--- config.mk ---
export PLATFORM = sky130hd
export DESIGN_NAME = vga_timing_pattern
export DESIGN_NICKNAME = d
export VERILOG_FILES = /design/src/rtl/vga_pkg.sv /design/src/rtl/vga_timing_core.sv /design/src/rtl/vga_timing_pattern.sv
export SDC_FILE = /design/constraint.sdc
export NUM_CORES = 1
export LEC_CHECK = 0
export CAP_MARGIN = 10
export CORE_MARGIN = 1.5
export CORE_UTILIZATION = 45
export DETAILED_ROUTE_END_ITERATION = 6
export GPL_TIMING_DRIVEN = 0
export HOLD_SLACK_MARGIN = 0.05
export MAX_ROUTING_LAYER = met4
export PLACE_DENSITY_LB_ADDON = 0.08
export SYNTH_ARGS = -nofsm -noshare
export SYNTH_HDL_FRONTEND = slang
export SYNTH_HIERARCHICAL = 1
export SYNTH_SLANG_ARGS = --single-unit
--- constraint.sdc ---
create_clock -name clk -period 3.3 [get_ports clk]
set_input_delay 0.33 -clock clk [delete_from_list [all_inputs] [get_ports clk]]
set_output_delay 0.33 -clock clk [all_outputs]
set_load 0.01 [all_outputs]
--- src/rtl/vga_pkg.sv ---
// rtl/vga_pkg.sv - shared mode encoding, 640x480 timing defaults and width helper
package vga_pkg;

  typedef enum logic [1:0] {
    MODE_BLACK   = 2'd0,
    MODE_SOLID   = 2'd1,
    MODE_BARS    = 2'd2,
    MODE_CHECKER = 2'd3
  } mode_e;

  localparam int VGA_H_VISIBLE = 640;
  localparam int VGA_H_FP      = 16;
  localparam int VGA_H_SYNC    = 96;
  localparam int VGA_H_BP      = 48;
  localparam int VGA_V_VISIBLE = 480;
  localparam int VGA_V_FP      = 10;
  localparam int VGA_V_SYNC    = 2;
  localparam int VGA_V_BP      = 33;

  // Never returns less than 1 so a degenerate total still yields a legal vector width.
  function automatic int clog2(input int value);
    int w;
    w = 1;
    while ((1 << w) < value) w++;
    return w;
  endfunction

endpackage

--- src/rtl/vga_timing_core.sv ---
// rtl/vga_timing_core.sv - h/v raster counters and sync/visible decode of the current position
module vga_timing_core
  import vga_pkg::*;
#(
  parameter int H_VISIBLE = VGA_H_VISIBLE,
  parameter int H_FP      = VGA_H_FP,
  parameter int H_SYNC    = VGA_H_SYNC,
  parameter int H_BP      = VGA_H_BP,
  parameter int V_VISIBLE = VGA_V_VISIBLE,
  parameter int V_FP      = VGA_V_FP,
  parameter int V_SYNC    = VGA_V_SYNC,
  parameter int V_BP      = VGA_V_BP,
  localparam int H_TOTAL  = H_VISIBLE + H_FP + H_SYNC + H_BP,
  localparam int V_TOTAL  = V_VISIBLE + V_FP + V_SYNC + V_BP,
  localparam int HW       = clog2(H_TOTAL),
  localparam int VW       = clog2(V_TOTAL)
) (
  input  logic          clk,
  input  logic          rst_n,
  input  logic          ce,
  output logic [HW-1:0] h,
  output logic [VW-1:0] v,
  output logic          hs_act,
  output logic          vs_act,
  output logic          de,
  output logic          frame_first,
  output logic          line_first
);

  localparam logic [HW-1:0] H_END  = HW'(H_TOTAL - 1);
  localparam logic [VW-1:0] V_END  = VW'(V_TOTAL - 1);
  localparam logic [HW-1:0] H_VIS  = HW'(H_VISIBLE);
  localparam logic [VW-1:0] V_VIS  = VW'(V_VISIBLE);
  localparam logic [HW-1:0] HS_BEG = HW'(H_VISIBLE + H_FP);
  localparam logic [HW-1:0] HS_END = HW'(H_VISIBLE + H_FP + H_SYNC - 1);
  localparam logic [VW-1:0] VS_BEG = VW'(V_VISIBLE + V_FP);
  localparam logic [VW-1:0] VS_END = VW'(V_VISIBLE + V_FP + V_SYNC - 1);

  always_ff @(posedge clk or negedge rst_n) begin
    if (!rst_n) begin
      h <= '0;
      v <= '0;
    end else if (ce) begin
      if (h == H_END) begin
        h <= '0;
        v <= (v == V_END) ? '0 : v + 1'b1;
      end else begin
        h <= h + 1'b1;
      end
    end
  end

  assign hs_act      = (h >= HS_BEG) && (h <= HS_END);
  assign vs_act      = (v >= VS_BEG) && (v <= VS_END);
  assign de          = (h < H_VIS) && (v < V_VIS);
  assign frame_first = (h == '0) && (v == '0);
  assign line_first  = (h == '0);

endmodule

--- src/rtl/vga_timing_pattern.sv ---
// rtl/vga_timing_pattern.sv - VGA raster timing with test-pattern generator and aligned output registers
module vga_timing_pattern
  import vga_pkg::*;
#(
  parameter int H_VISIBLE  = VGA_H_VISIBLE,
  parameter int H_FP       = VGA_H_FP,
  parameter int H_SYNC     = VGA_H_SYNC,
  parameter int H_BP       = VGA_H_BP,
  parameter int V_VISIBLE  = VGA_V_VISIBLE,
  parameter int V_FP       = VGA_V_FP,
  parameter int V_SYNC     = VGA_V_SYNC,
  parameter int V_BP       = VGA_V_BP,
  parameter bit HS_POL     = 1'b0,
  parameter bit VS_POL     = 1'b0,
  parameter int COLOR_BITS = 4,
  parameter int CHECK_LOG2 = 5,
  localparam int H_TOTAL   = H_VISIBLE + H_FP + H_SYNC + H_BP,
  localparam int V_TOTAL   = V_VISIBLE + V_FP + V_SYNC + V_BP,
  localparam int HW        = clog2(H_TOTAL),
  localparam int VW        = clog2(V_TOTAL)
) (
  input  logic                    clk,
  input  logic                    rst_n,
  input  logic                    ce,
  input  logic [1:0]              mode,
  input  logic [3*COLOR_BITS-1:0] solid_rgb,
  output logic [COLOR_BITS-1:0]   r,
  output logic [COLOR_BITS-1:0]   g,
  output logic [COLOR_BITS-1:0]   b,
  output logic                    hs,
  output logic                    vs,
  output logic                    de,
  output logic [HW-1:0]           hcount,
  output logic [VW-1:0]           vcount,
  output logic                    frame_start,
  output logic                    line_start
);

  localparam int BAR_W = (H_VISIBLE / 8 > 0) ? H_VISIBLE / 8 : 1;

  logic [HW-1:0]           h;
  logic [VW-1:0]           v;
  logic                    hs_act, vs_act, de_c, frame_first, line_first;
  mode_e                   mode_q, mode_eff;
  logic [31:0]             bar_q;
  logic [2:0]              bar;
  logic                    chk;
  logic [3*COLOR_BITS-1:0] pix;

  vga_timing_core #(
    .H_VISIBLE (H_VISIBLE),
    .H_FP      (H_FP),
    .H_SYNC    (H_SYNC),
    .H_BP      (H_BP),
    .V_VISIBLE (V_VISIBLE),
    .V_FP      (V_FP),
    .V_SYNC    (V_SYNC),
    .V_BP      (V_BP)
  ) u_core (
    .clk         (clk),
    .rst_n       (rst_n),
    .ce          (ce),
    .h           (h),
    .v           (v),
    .hs_act      (hs_act),
    .vs_act      (vs_act),
    .de          (de_c),
    .frame_first (frame_first),
    .line_first  (line_first)
  );

  // The pixel at (0,0) already uses the newly sampled mode, so a frame is never split.
  assign mode_eff = frame_first ? mode_e'(mode) : mode_q;

  assign bar_q = 32'(h) / 32'(BAR_W);
  assign bar   = (bar_q > 32'd7) ? 3'd7 : bar_q[2:0];
  assign chk   = (|(32'(h) & (32'd1 << CHECK_LOG2))) ^ (|(32'(v) & (32'd1 << CHECK_LOG2)));

  always_comb begin
    pix = '0;
    if (de_c) begin
      case (mode_eff)
        MODE_SOLID:   pix = solid_rgb;
        MODE_BARS:    pix = {{COLOR_BITS{bar[2]}}, {COLOR_BITS{bar[1]}}, {COLOR_BITS{bar[0]}}};
        MODE_CHECKER: pix = {(3*COLOR_BITS){chk}};
        default:      pix = '0;
      endcase
    end
  end

  always_ff @(posedge clk or negedge rst_n) begin
    if (!rst_n) begin
      r           <= '0;
      g           <= '0;
      b           <= '0;
      de          <= 1'b0;
      hs          <= !HS_POL;
      vs          <= !VS_POL;
      hcount      <= '0;
      vcount      <= '0;
      frame_start <= 1'b0;
      line_start  <= 1'b0;
      mode_q      <= MODE_BLACK;
    end else if (ce) begin
      {r, g, b}   <= pix;
      de          <= de_c;
      hs          <= hs_act ? HS_POL : !HS_POL;
      vs          <= vs_act ? VS_POL : !VS_POL;
      hcount      <= h;
      vcount      <= v;
      frame_start <= frame_first;
      line_start  <= line_first;
      mode_q      <= mode_eff;
    end
  end

endmodule

==> results.md, run 1 <==
- Sequential area share after synthesis: 44.9%
- CTS tree: built
- Post-Synthesis Cells: 309
- Async SR Flop Fraction: 100%
- Fin. max-slew vios: 0
- Largest area contributor in the netlist: dfrtp_1
- Total grt overflow: 0
- Inserted Clock Buffers: 9
- Final Critical Period: 2.98 ns
- Die height: 88.5 um
- Fmax: 0.335 GHz
- MaxCap Viol Count: 0
- Final setup viols: 0
- Routed length per instance: 15.9 um
- Placed instance area: 0.00395 mm2
- Clock Skew: 0.00704 ns
- Crit path launch type: flop
- # nets final: 396
- Syn Nets: 332
- Fin Hold WS: 0.0476 ns
- Period utilization: 90.4%
- RSZ-0062 raised after global routing: false
- Final Wtd Congestion: 0.839
- Worst-margin pin slew: 0.719 ns
- Clk buf depth: 2
- Die area: 0.00784 mm2
- Flops & latches, synth: 59
- Crit path arrival time: 3.19 ns
- Status: finished clean
- Num rows: 30
- CTS hold repair buffers: 0
- Critical-path cell list: or4_1, nor4_2, and4_1, buf_2, or3b_1, o311ai_4, o21ba_2, nor2_1, a31oi_1
- Syn avg cell area: 10.7 um2
- Most common cell in the netlist: dfrtp_1
- Area grow syn2layout: 25.0%
- Core Region: 0.00694 mm2
- Top-area cell type share of the netlist area: 43.3%
- Final WL: 7520 um
- CTS Root Cell: clkbuf_8
- Width of the die: 88.5 um
- Final instance area: 0.00412 mm2
- Primary FF master, synth: dfrtp_1
- Pwr/cell area: 430 mW/mm2
- Clock sink count: 59
- Ys Warns: 6
- Max H-tree Level: 3
- CTS resizes: 0
- Vias/cell: 5.57
- Final hold vios: 0
- CP Capture Type: flop
- Number of vias in the routed layout: 2629
- Port Buffer Count: 52
- Fillers: 599
- Synth Cell Area: 0.00329 mm2
- Initial Utilization: 47.4%
- Drt initial violations: 117
- DRT Pass-1 Iters: 4
- Slowest CP cell: or4_1
- Largest cells by area after synthesis: dfrtp_1 (43%), mux2_2 (7.9%), nand2_1 (2.9%)
- Static Leak: 1.77 nW
- Largest net degree at the start of global routing: 31
- Antenna violations before repair: 0
- Clock slew at reported path FFs: 0.06 ns
- Number of flops mapped to enable cells by yosys: 0
- Worst Path Required: 3.50 ns
- Crit Path Max Fanout: 10
- Layout cell share with drive strength beyond 1: 21.3%
- Post-DP HPWL: 5270 um
- Slew HR: 52.0%
- Synth top cells by count: dfrtp_1 (57), nand2_1 (25), mux2_2 (23), nor2_1 (22), o21ai_0 (16)
- Post-DRT Antenna Nets: 0
- Diodes inserted: 0
- Post-CTS Setup Inserts: 0
- Vias in the first global route: 2600
- Worst skew pair latency: 0.33 ns
- GRT Util Overall: 21.7%
- Critical setup path kind: flop to flop
- Synth unique cells: 65
- I/O pin total: 54
- First-pass GRT wire length: 12600 um
- Worst hold path class: input port to async pin
- Peak supply drop: 0.395 mV
- DRC viols: 0
- CP peak stage delay: 0.57 ns
-- report_power, final --
| part | switching [mW] | internal [mW] | total, mW |
|---|---|---|---|
| Combinational | 0.161 | 0.178 | 0.339 |
| Clock | 0.271 | 0.304 | 0.574 |
| Sequential | 0.0672 | 0.789 | 0.856 |
-- worst max-delay path: cells and delay by family (launching register included) --
family | cells | cell delay [ns]
simple gates | 5 | 1.70
flops | 1 | 0.48
compound gates | 3 | 0.44
buf+inv | 1 | 0.22
-- metrics by stage --
| stage | TNS [ns] | power, mW | utilization, % | setup slack, ns | cells |
|---|---|---|---|---|---|
| after floorplan | 0 | 1.05 | - | 0.716 | 309 |
| after global placement | -3.55 | 1.20 | 56.6 | -0.0647 | 457 |
| after detailed placement | 0 | 1.21 | 56.8 | 0.372 | 458 |
| after CTS | 0 | 1.79 | 59.3 | 0.315 | 472 |
| after global routing | 0 | 1.87 | 59.3 | 0.165 | 472 |
| final | 0 | 1.77 | 59.3 | 0.316 | 472 |
-- layout make-up --
| class | count | area, um2 | area share, % |
|---|---|---|---|
| inverter | 12 | 45.0 | 1.09 |
| tap | 96 | 120 | 2.92 |
| buffer | 18 | 103 | 2.49 |
| clock inverter | 2 | 12.5 | 0.304 |
| timing repair buffer | 53 | 536 | 13.0 |
| sequential | 59 | 1480 | 35.9 |
| clock buffer | 12 | 155 | 3.77 |
| multi-input combinational | 220 | 1670 | 40.5 |
-- logic make-up (layout without fill, tap and decap cells) --
kind of cell	Yosys count	in the layout	synth area share [%]
and+or+nand+nor	103	103	18.2
buffers and inverters	30	97	4.48
AOI/OAI and AO/OA	73	73	18.0
muxes	26	26	8.78
DFF	59	59	44.9
xor gates and xnor gates	11	11	2.93
adders and majority gates	7	7	2.62
-- cells in the final DEF, fill, tap and decap left out, drive strengths merged, types with 3 or more instances in the layout --
master and count:
a21o 4, o21ai 16, nand4 8, mux2 23, dfrtp 57, buf 16
o2bb2ai 9, nand2 25, xnor2 7, o22ai 3, nor2b 4, mux2i 3
inv 11, xor2 4, ha 6, and4bb 3, a221oi 5, clkbuf 16
and3 9, a21oi 8, nor3 7, nor4b 3, clkdlybuf4s50 51, nor3b 3
a32o 5, a31oi 9, nor2 23
-- state kept, by name, indices dropped and copies added (netlist names), 2 cells and up --
| name | flops |
|---|---|
| r | 4 |
| u_core/h | 10 |
| mode_q | 2 |
| u_core/v | 10 |
| vcount | 10 |
| b | 4 |
| hcount | 10 |
| g | 4 |
-- metal layers --
metal,share of wire [%],GRT usage [%]
met5,0,-
met4,1.5,6.82
met3,4.5,5.60
met2,47,33.9
met1,47,27.7
-- worst paths after layout --
check | cells after the start | slack (ns) | start | endpoint
max | 9 | 0.32 | u_core/h[7] | b[1]
max in group asynchronous | 2 | 2.65 | rst_n | u_core/h[5]
min reg2reg | 1 | 0.48 | de | de
max reg2reg | 9 | 0.32 | u_core/h[7] | b[1]
min in group clk | 2 | 0.34 | ce | vcount[5]
min | 1 | 0.05 | rst_n | hcount[6]
(Power assumes the default switching activity.)
==> run 2: changes to the inputs <==
CAP_MARGIN = not set   (was 10)
MAX_ROUTING_LAYER = not set   (was met4)
SLEW_MARGIN = 5   (was not set)
==> run 2 against run 1 <==
Effect of this change: total power grew 8.3%; cell area grew 0.82%; critical path type unchanged; fmax grew 2.9%; wire length shrank 2.1%; critical path depth is the same; setup slack gained 0.085 ns; worst hold slack gained 0.010 ns; flip-flop and latch count is the same; clock power grew 26%; first-iteration DRC count shrank 4.3%.
==> results.md, run 2 (same netlist as run 1, synthesis figures left out) <==
- Port Buffer Count: 52 (unchanged)
- Area grow syn2layout: 26.0%
- Period utilization: 87.8% (-2.6 points)
- CTS resizes: 0 (unchanged)
- Post-CTS Setup Inserts: 0 (unchanged)
- DRC viols: 0 (unchanged)
- Number of vias in the routed layout: 2631 (+0.076%)
- Fin Hold WS: 0.0581 ns (+0.0105 ns)
- Pwr/cell area: 462 mW/mm2 (+7.5%)
- Diodes inserted: 0 (unchanged)
- CTS Root Cell: clkbuf_8
- Clock Skew: 0.00787 ns (+0.000835 ns)
- Setup_tns: 0 ns (unchanged)
- Inserted Clock Buffers: 9 (unchanged)
- First-pass GRT wire length: 12100 um (-3.9%)
- Num rows: 30 (unchanged)
- CP Capture Type: flop
- Final setup viols: 0 (unchanged)
- Static Leak: 1.79 nW (+1.0%)
- Worst Path Required: 3.50 ns (about the same)
- Post-DRT Antenna Nets: 0 (unchanged)
- Vias in the first global route: 2583 (-0.65%)
- Slew HR: 50.4% (-1.7 points)
- Final instance area: 0.00415 mm2 (+0.82%)
- Peak supply drop: 0.345 mV (-12%)
- Clock slew at reported path FFs: 0.06 ns (about the same)
- Die height: 88.5 um (unchanged)
- Die area: 0.00784 mm2 (unchanged)
- Final Wtd Congestion: 0.826 (-1.5%)
- Clk buf depth: 2 (unchanged)
- Critical setup path kind: flop to flop
- Routed length per instance: 15.6 um (-2.3%)
- Post-DP HPWL: 5160 um (-2.2%)
- Most frequent cells in the layout: dfrtp_1 (57), clkdlybuf4s50_1 (51), nand2_1 (25), mux2_2 (23), nor2_1 (22)
- Worst hold path class: input port to async pin
- Clock sink count: 59 (unchanged)
- Crit Path Max Fanout: 10 (unchanged)
- Fin. max-slew vios: 0 (unchanged)
- Commonest non-fill, non-tap cell in the layout: dfrtp_1
- Drt initial violations: 112 (-4.3%)
- DRT Pass-1 Iters: 4 (unchanged)
- Worst-margin pin slew: 0.744 ns (+0.0248 ns)
- I/O pin total: 54 (unchanged)
- Fillers: 593 (-1.0%)
- Largest net degree at the start of global routing: 60 (+94%)
- Worst R2R Path Depth: 9 (unchanged)
- MaxCap Viol Count: 0 (unchanged)
- Status: finished clean
- Width of the die: 88.5 um (unchanged)
- # nets final: 395 (-0.25%)
- Total grt overflow: 0 (unchanged)
- GRT Util Overall: 20.3% (-1.4 points)
- RSZ-0062 raised after global routing: false
- Final hold vios: 0 (unchanged)
- Placed instance area: 0.00393 mm2 (-0.44%)
- Final Critical Period: 2.90 ns (-0.0855 ns)
- Initial Utilization: 47.4% (unchanged)
- Crit path arrival time: 3.10 ns (-0.09 ns)
- Max H-tree Level: 3 (unchanged)
- CTS hold repair buffers: 0 (unchanged)
- Core Region: 0.00694 mm2 (unchanged)
- Vias/cell: 5.56 (-0.14%)
- Worst skew pair latency: 0.33 ns (about the same)
- Final WL: 7360 um (-2.1%)
- Layout cell share with drive strength beyond 1: 21.2% (-0.056 points)
- CTS tree: built
- Antenna violations before repair: 0 (unchanged)
- Crit path launch type: flop
- Fmax: 0.345 GHz (+2.9%)
## run 2: cell types whose count changed in the layout (fill, tap and decap cells not counted)
cell,change
buf_12,-1
buf_2,-1
buf_4,+1
bufinv_16,+2
clkbuf_1,+1
clkbuf_8,-1
clkinv_4,+1
clkinvlp_4,-1
## run 2: area by class of cell
cell class              count  area (um2)  share of cell area, %
clock inverters             4        73.8                   1.78
clock buffers              12         145                   3.50
inverters                  12        45.0                   1.09
plain buffers              18         103                   2.47
multi-input cells         220        1670                   40.1
flip-flops and latches     59        1480                   35.6
well taps                  96         120                   2.90
repair buffers             52         518                   12.5
## run 2: final timing paths
path                                  start   endpoint  slack [ns]
worst max-delay path            u_core/h[7]       b[1]        0.40
worst min-delay path                  rst_n  hcount[6]        0.06
worst max register to register  u_core/h[7]       b[1]        0.40
worst min register to register           de         de        0.48
max in group asynchronous             rst_n  hcount[8]        2.75
min in group clk                         ce  vcount[4]        0.35
## run 2: worst max-delay path, cell delays in order, from the launching register on
cell	delay (ns)
dfrtp_1	0.48
or4_1	0.57
nor4_2	0.31
and4_1	0.23
buf_2	0.21
or3b_1	0.41
o311ai_4	0.14
o21ba_2	0.25
nor2_1	0.11
a31oi_1	0.05
## run 2: metrics by stage
stage | power, mW | worst slack, ns | utilization (%) | cells
6_report | 1.92 | 0.401 | 59.7 | 473
5_1_grt | 2.01 | 0.201 | 59.7 | 473
4_1_cts | 1.94 | 0.378 | 59.7 | 473
3_5_place_dp | 1.20 | 0.391 | 56.6 | 457
3_3_place_gp | 1.20 | -0.0647 | 56.6 | 457
2_1_floorplan | 1.05 | 0.716 | - | 309
## run 2: per-layer routing
layer,vias to the layer above,track usage (%),part of all wire [%]
li1,1279,-,-
met1,1257,26.7,47
met2,79,32.3,47
met3,16,4.01,4.2
met4,0,9.38,2.0
met5,-,0,0
## run 2: report_power, final
group | total [mW] | internal [mW] | switching [mW]
combinational | 0.336 | 0.176 | 0.160
clock | 0.725 | 0.446 | 0.279
sequential | 0.856 | 0.789 | 0.0673
==> run 3: changes to the inputs <==
ABC_AREA = 1   (was not set)
CAP_MARGIN = 20   (was not set)
==> run 3 against run 2 <==
Effect of this change: via count increased by 5.7%; global-route usage is 0.46 points higher; combinational power is 2% lower; die area fell by 3.7%; utilization is 0.63 points lower; clock skew rose by 0.0032 ns; first-iteration DRC count is 15% lower; largest cell class unchanged.
==> results.md, run 3 <==
- Syn avg cell area: 7.72 um2 (-28%)
- Worst Path Required: 3.58 ns (+0.08 ns)
- I/O pin total: 54 (unchanged)
- Drt initial violations: 95 (-15%)
- Dpl ws: 0.589 ns (+0.198 ns)
- Number of flops mapped to enable cells by yosys: 0 (unchanged)
- Max H-tree Level: 3 (unchanged)
- P_int: 1.30 mW (-7.7%)
- Ys Warns: 6 (unchanged)
- Commonest non-fill, non-tap cell in the layout: nand2_1
- Crit path launch type: flop
- Clock Skew: 0.0111 ns (+0.00322 ns)
- Crit Path Max Fanout: 10 (unchanged)
- Placed instance area: 0.00381 mm2 (-3.0%)
- Final WL: 7250 um (-1.5%)
- Peak supply drop: 0.356 mV (+3.0%)
- Vias in the first global route: 2643 (+2.3%)
- Post-DP HPWL: 5080 um (-1.5%)
- Die area: 0.00755 mm2 (-3.7%)
- Slew HR: 49.4% (-0.97 points)
- Most frequent cells in the layout: nand2_1 (145), dfrtp_1 (57), clkdlybuf4s50_1 (52), inv_1 (36), nor2_1 (33)
- Synth unique cells: 30 (-54%)
- Port Buffer Count: 53 (+1.9%)
- Period utilization: 83.3% (-4.5 points)
- Post-Synthesis Cells: 410 (+33%)
- DRT Pass-1 Iters: 4 (unchanged)
- Critical-path cell list: inv_1, ha_1, nand3_1, nor4_1, nand2_1, o21ai_0, inv_1, nor2_1, clkbuf_1, nand2_1, nand3_1, nand2_1, nand2_1
- Total grt overflow: 0 (unchanged)
- Core Region: 0.00679 mm2 (-2.2%)
- Final Critical Period: 2.75 ns (-0.150 ns)
- Width of the die: 86.9 um (-1.9%)
- MaxCap Viol Count: 0 (unchanged)
- CP peak stage delay: 0.65 ns (+0.08 ns)
- Async SR Flop Fraction: 100% (unchanged)
- Antenna violations before repair: 0 (unchanged)
- Clk buf depth: 2 (unchanged)
- Final Wtd Congestion: 0.855 (+3.4%)
- Number of vias in the routed layout: 2780 (+5.7%)
- Top-area cell type share of the netlist area: 45.1% (+1.7 points)
- Power share of the clock group: 35.8% (-2.0 points)
- Vias/cell: 4.83 (-13%)
- Slowest CP cell: nor4_1
- DRC viols: 0 (unchanged)
- Worst setup slack after layout: 0.551 ns (+0.150 ns)
- Crit-path most repeated cell: nand2_1
- Syn Nets: 433 (+30%)
- Num rows: 30 (unchanged)
- CTS hold repair buffers: 0 (unchanged)
- Worst skew pair latency: 0.35 ns (+0.02 ns)
- Worst-margin pin slew: 0.759 ns (+0.0145 ns)
- Crit path arrival time: 3.03 ns (-0.07 ns)
- Initial Utilization: 46.6% (-0.81 points)
- Final setup viols: 0 (unchanged)
- Inserted Clock Buffers: 9 (unchanged)
- GRT Util Overall: 20.7% (+0.46 points)
- Largest net degree at the start of global routing: 60 (unchanged)
- Flops & latches, synth: 59 (unchanged)
- Area grow syn2layout: 26.9%
- Pwr/cell area: 463 mW/mm2 (+0.23%)
- Largest area contributor in the netlist: dfrtp_1
- Fillers: 653 (+10%)
- Largest cells by area after synthesis: dfrtp_1 (45%), nand2_1 (17%), inv_1 (4.3%)
- Sequential power share: 46.6% (+1.9 points)
- CP Capture Type: flop
- Fin. max-slew vios: 0 (unchanged)
- Fmax: 0.364 GHz (+5.4%)
- Most common cell in the netlist: nand2_1
- Part of the total power dissipated in combinational logic: 17.7% (+0.2 points)
- CTS Root Cell: clkbuf_8
- Critical setup path kind: flop to flop
- CTS tree: built
- Sw Share: 30.0% (+3.6 points)
- Sw Pwr: 557 uW (+10%)
- Layout cell share with drive strength beyond 1: 10.9% (-10 points)
- Primary FF master, synth: dfrtp_1
- Die height: 86.9 um (-1.9%)
- Synth Cell Area: 0.00317 mm2 (-3.8%)
- Diodes inserted: 0 (unchanged)
- Final hold vios: 0 (unchanged)
- Static Leak: 1.98 nW (+11%)
- Post-CTS Setup Inserts: 0 (unchanged)
- # nets final: 497 (+26%)
- Fin Hold WS: 0.0359 ns (-0.0222 ns)
- Synth top cells by count: nand2_1 (145), dfrtp_1 (57), inv_1 (36), nor2_1 (33), nand3_1 (27)
- First-pass GRT wire length: 12100 um (-0.57%)
- Routed length per instance: 12.6 um (-19%)
- CTS resizes: 0 (unchanged)
- Sequential area share after synthesis: 46.7% (+1.8 points)
- Clock sink count: 59 (unchanged)
- Final instance area: 0.00402 mm2 (-3.2%)
- Status: finished clean
- Clock slew at reported path FFs: 0.07 ns (about the same)
- Worst hold path class: input port to async pin
- Post-DRT Antenna Nets: 0 (unchanged)
- RSZ-0062 raised after global routing: false
[run 3: final timing paths]
kind | start | end | slack [ns] | cells past startpoint
min in group clk | vcount[4] | vcount[4] | 0.47 | 2
max reg2reg | u_core/h[0] | b[1] | 0.55 | 13
min | rst_n | g[2] | 0.04 | 1
max in group asynchronous | rst_n | u_core/h[7] | 2.73 | 1
max | u_core/h[0] | b[1] | 0.55 | 13
min reg2reg | vcount[4] | vcount[4] | 0.47 | 2
[run 3: layout make-up]
cell class                 count  area (um2)  share of cell area, %
buffer                         8        37.5                  0.935
clock buffer                  10         138                   3.43
clock inverter                 6        65.1                   1.62
inverter                      41         154                   3.83
multi-input combinational    302        1500                   37.2
sequential                    59        1480                   36.8
tap                           96         120                   2.99
timing repair buffer          53         528                   13.1
[run 3: layer usage]
metal	track usage, %	vias up	routed length, um
li1	-	1427	-
met1	27.1	1291	3530
met2	33.5	54	3320
met3	3.60	8	300
met4	9.68	0	99
met5	0	-	0
[run 3: critical path, delay by kind of cell, from the launching register on]
family	cells	cell delay, ns
AND/OR/NAND/NOR	8	1.35
buffers and inverters	3	0.57
flip-flops	1	0.42
adder cells (fa/ha/maj)	1	0.17
AO/OA/AOI/OAI	1	0.16
[run 3: stage by stage]
| stage | util [%] | power (mW) | setup TNS, ns | std cells |
|---|---|---|---|---|
| after global routing | 59.1 | 1.96 | 0 | 575 |
| after floorplan | - | 1.05 | 0 | 410 |
| after CTS | 59.1 | 1.88 | 0 | 575 |
| after detailed placement | 56.1 | 1.20 | 0 | 559 |
| final | 59.1 | 1.86 | 0 | 575 |
| after global placement | 56.2 | 1.20 | -1.79 | 559 |
[run 3: kinds of logic after synthesis]
logic type,share of synthesized area [%]
simple gates,34.3
compound gates,7.79
flops,46.7
buf+inv,6.05
xor+xnor,2.77
fa+ha+maj,2.37
[run 3: power by group through the flow]
stage | sequential [mW] | combinational [mW] | clock [mW]
after detailed placement | 0.879 | 0.326 | 0
after floorplan | 0.876 | 0.172 | 0
after global routing | 0.876 | 0.369 | 0.716
after global placement | 0.876 | 0.321 | 0
final | 0.866 | 0.328 | 0.666
after CTS | 0.866 | 0.331 | 0.685
